[config.mk]
export PLATFORM = sky130hd
export DESIGN_NAME = sha3_pad_16
export DESIGN_NICKNAME = d
export VERILOG_FILES = /design/src/rtl/sha3_pad_16.sv
export SDC_FILE = /design/constraint.sdc
export NUM_CORES = 1
export LEC_CHECK = 0
export CORE_MARGIN = 2
export CORE_UTILIZATION = 42
export DETAILED_ROUTE_END_ITERATION = 8
export PLACE_DENSITY = 0.77
export SETUP_SLACK_MARGIN = 0.05
export SKIP_CTS_REPAIR_TIMING = 1
export SLEW_MARGIN = 10
export SYNTH_ARGS = -nofsm -noshare
export SYNTH_HDL_FRONTEND = slang
export SYNTH_SLANG_ARGS = --single-unit
export TNS_END_PERCENT = 20
[constraint.sdc]
create_clock -name ACLK -period 2 [get_ports ACLK]
set_clock_uncertainty 0.2 [all_clocks]
set_input_delay 0.3 -clock ACLK [delete_from_list [all_inputs] [get_ports ACLK]]
set_output_delay 0.3 -clock ACLK [all_outputs]
set_load 0.01 [all_outputs]
[src/rtl/sha3_pad_16.sv]
// SHA-3 multi-rate padding stage for a 16-bit little-endian word stream.
// Message words pass through unchanged. On the last word of a message the
// domain/pad byte 0x06 goes into the first free byte, the rest of the rate
// block is zero-filled, and 0x80 is set in the final byte of that block.
module sha3_pad_16 #(
  parameter int WIDTH      = 16,
  parameter int RATE_WORDS = 68
) (
  input  logic             ACLK,
  input  logic             ARESET,
  input  logic             TLAST,
  input  logic [2:0]       TUSER,
  input  logic [WIDTH-1:0] din,
  output logic [WIDTH-1:0] dout
);

  typedef enum logic [1:0] {
    DATA = 2'd0,
    PEND = 2'd1,
    FILL = 2'd2
  } state_t;

  state_t           state;
  state_t           state_nxt;
  logic [7:0]       idx;
  logic             blk_end;
  logic [WIDTH-1:0] end_bit;
  logic [WIDTH-1:0] dout_nxt;

  // Valid byte count of the last word; anything above 2 means a full word.
  function automatic logic [1:0] byte_cnt(input logic [2:0] tuser);
    if (tuser >= 3'd2) begin
      return 2'd2;
    end
    return tuser[1:0];
  endfunction

  assign blk_end = (idx == 8'(RATE_WORDS - 1));
  assign end_bit = blk_end ? 16'h8000 : 16'h0000;

  // Next-state and next output word.
  always_comb begin
    state_nxt = state;
    dout_nxt  = din;
    case (state)
      DATA: begin
        if (TLAST) begin
          case (byte_cnt(TUSER))
            2'd0: begin
              dout_nxt  = 16'h0006 | end_bit;
              state_nxt = blk_end ? DATA : FILL;
            end
            2'd1: begin
              dout_nxt  = {8'h06, din[7:0]} | end_bit;
              state_nxt = blk_end ? DATA : FILL;
            end
            default: begin
              // Full last word: the pad byte lands in the next word, which
              // may be the first word of the following block.
              dout_nxt  = din;
              state_nxt = PEND;
            end
          endcase
        end
      end
      PEND: begin
        dout_nxt  = 16'h0006 | end_bit;
        state_nxt = blk_end ? DATA : FILL;
      end
      FILL: begin
        dout_nxt  = 16'h0000 | end_bit;
        state_nxt = blk_end ? DATA : FILL;
      end
      default: begin
        dout_nxt  = 16'h0000;
        state_nxt = DATA;
      end
    endcase
  end

  // Stage 0 -> registered output: state, word index and output word.
  always_ff @(posedge ACLK) begin
    if (ARESET) begin
      state <= DATA;
      idx   <= 8'd0;
      dout  <= '0;
    end else begin
      state <= state_nxt;
      idx   <= blk_end ? 8'd0 : idx + 8'd1;
      dout  <= dout_nxt;
    end
  end

endmodule

==> flow_summary.toml <==
[clock_network]
numClockSinks = 26
clock_latency_ns = 0.31
cts_buffers = 3
clkTransAtPathRegs_ns = 0.13
cts_root_buf = "clkbuf_4"
clock_path_buffers = 2
h-tree-depth = 1
cts_tree = "built"

[flow_run]
drv_cap = 0

[finish]
final_nets = 171
final_common_cell = "clkdlybuf4s50_1"
antenna_cells = 0
area_growth_pct = 46.1
final_cell_mix = "37 x clkdlybuf4s50_1, 26 x dfxtp_1, 10 x and2_1, 7 x a21oi_1, 6 x nor2_1"
drive_above_1_share = 0.0769
fillerInstances = 185
finalNonFillerCells = 171
postLayoutCoreUtil = 0.661

[synth]
syn_area_per_cell_sq_um = 10.0
synth_seq_cells = 26
synth.distinct_cells = 30
syn_area_sq_um = 1010
ys_seq_area_frac = 0.515
synth-warning-count = 0
synth_cells = 101
syn-num-nets = 128

[grt]
grtUsageMet1 = 0.186
grt_overflow_total = 0
grt_use_met3 = 0.0339
grt_pass1_wl_mm = 3.19
top_usage_layer = "met2"
grt_usage = 0.158
grt_pass1_vias = 769
grt_max_degree = 16
met2_usage = 0.263
antenna_found_initial = 0

[sta]
tightest_slew_ns = 0.406
grt_setup_unrepaired = "no"
period_needed_ns = 1.80
tns_ns = 0
whs_ns = 0.309
max_freq_mhz = 556
period_share = 0.900
finalHoldViolCount = 0
slew_violations = 0
max_slew_margin = 0.727
setup_viol = 0

[placement]
dp.final_hpwl_mm = 1.66
numPortBuffers = 37
placedCellCount = 167
gp_congestion = 0.780

[power_and_ir_drop]
cellPowerDensity_nw_per_um2 = 824
p_leak_nw = 0.567
peakVddDrop_mv = 0.515

[worst_setup_path]
arrival_ns = 1.87
crit_path_max_incr_delay_ns = 0.45
rr_endpoint = "dout[13]"
critPathKind = "reg2reg"
crit_slowest_cell = "or3b_4"
worstSetupStartpointType = "flop"
crit_path_end_kind = "flop"
r2r_start = "state[0]"
ff2ff_setup_slack_ns = 0.20
crit_fanout = 8
reg2reg_depth = 5
cp.required_ns = 2.07
crit_chain = "inv_1 -> ha_1 -> or3b_4 -> nor2_2 -> and2_1"

[drt]
postRouteAntennaNets = 0
via_per_inst = 5.01
routed_wl_mm = 2.07
dr.first_iter.drc_count = 12
firstDrtPassIters = 4
vias = 856
wire_per_inst_um = 12.1
drc = 0

[die]
start_util = 0.452
die_h_um = 53.0
rows = 17
core-area_sq_um = 2230
io_pins = 38
die_w_um = 53.0
fp.dieArea_sq_um = 2810

[min_path]
min_from = "idx[0]"
worstHoldEndpoint = "idx[0]"
worstHoldPathCells = 1
hold_path_class = "reg2reg"

[status]
status = "finished clean"
-- state kept, by name (all words and copies together), names as in the netlist --
signal,flops
state,2
dout,16
idx,8
-- routing by layer --
metal  share of wire  up-vias  routed length [um]
met3           0.062        4                 129
li1                -      435                   -
met5               0        -                   0
met2            0.48       30                1000
met4           0.017        0                  36
met1            0.44      387                 908
-- worst max-delay path by stage --
stage	from	end	slack [ns]
3_3_place_gp	TUSER[1]	dout[4]	0.20
3_5_place_dp	TUSER[1]	dout[6]	0.13
4_1_cts	state[0]	dout[6]	0.20
6_report	state[0]	dout[13]	0.20
5_1_grt	state[0]	dout[14]	0.07
2_1_floorplan	state[0]	dout[0]	0.44
-- critical path, delay by kind of cell, from the launching register on --
| family | cells | cell delay [ns] |
|---|---|---|
| and+or+nand+nor | 3 | 0.79 |
| DFF | 1 | 0.39 |
| adders and majority gates | 1 | 0.27 |
| buffers and inverters | 1 | 0.10 |
-- report_power, final --
| group | switching [W] | internal (W) |
|---|---|---|
| Clock | 0.000146 | 0.000203 |
| Combinational | 0.000112 | 0.000164 |
| Sequential | 0.0000230 | 0.000568 |
| Total | 0.000281 | 0.000934 |
-- kinds of logic (layout without fill, tap and decap cells) --
group | count (synthesis) | after routing | share of synthesized area
DFF | 26 | 26 | 0.515
and+or+nand+nor | 44 | 44 | 0.271
xor gates and xnor gates | 3 | 3 | 0.0260
adders and majority gates | 5 | 5 | 0.0620
buffers and inverters | 6 | 48 | 0.0260
AOI/OAI and AO/OA | 17 | 17 | 0.0991
-- per-stage QoR --
stage	area (sq um)	setup slack [ns]	total power [W]
2_1_floorplan	1010	0.438	0.000731
3_3_place_gp	1420	0.195	0.000872
3_5_place_dp	1420	0.129	0.000880
4_1_cts	1480	0.196	0.00123
5_1_grt	1480	0.0689	0.00128
6_report	1480	0.201	0.00122
-- area by class of cell --
class / count / area [sq um] / share of cell area
inverter: 5 / 18.8 / 0.0127
sequential: 26 / 520 / 0.353
timing repair buffer: 39 / 385 / 0.261
multi-input combinational: 69 / 463 / 0.314
tap: 28 / 35.0 / 0.0237
clock buffer: 3 / 22.5 / 0.0153
clock inverter: 1 / 30.0 / 0.0204
-- cell usage after synthesis --
master | count | area (sq um)
a21oi_1 | 7 | 35.0
or2b_1 | 1 | 7.51
nand4_1 | 1 | 6.26
ha_1 | 5 | 62.6
nor2b_1 | 1 | 6.26
or3_1 | 3 | 18.8
nor4_1 | 1 | 6.26
buf_4 | 1 | 7.51
nand3_1 | 5 | 25.0
xnor2_1 | 1 | 8.76
nor4bb_1 | 2 | 20.0
nor2_1 | 6 | 22.5
nand2_1 | 5 | 18.8
a21o_1 | 1 | 7.51
or3b_2 | 1 | 8.76
o311ai_1 | 1 | 8.76
nor4b_2 | 1 | 15.0
or3b_4 | 1 | 11.3
inv_1 | 5 | 18.8
nor3b_1 | 2 | 15.0
nor4b_1 | 1 | 8.76
o32ai_1 | 1 | 8.76
and2_1 | 10 | 62.6
a211oi_1 | 1 | 7.51
xor2_1 | 2 | 17.5
nor2_2 | 2 | 12.5
dfxtp_1 | 26 | 521
o21ai_0 | 5 | 25.0
o211ai_1 | 1 | 7.51
and3b_1 | 1 | 8.76
(Power assumes the default switching activity.)
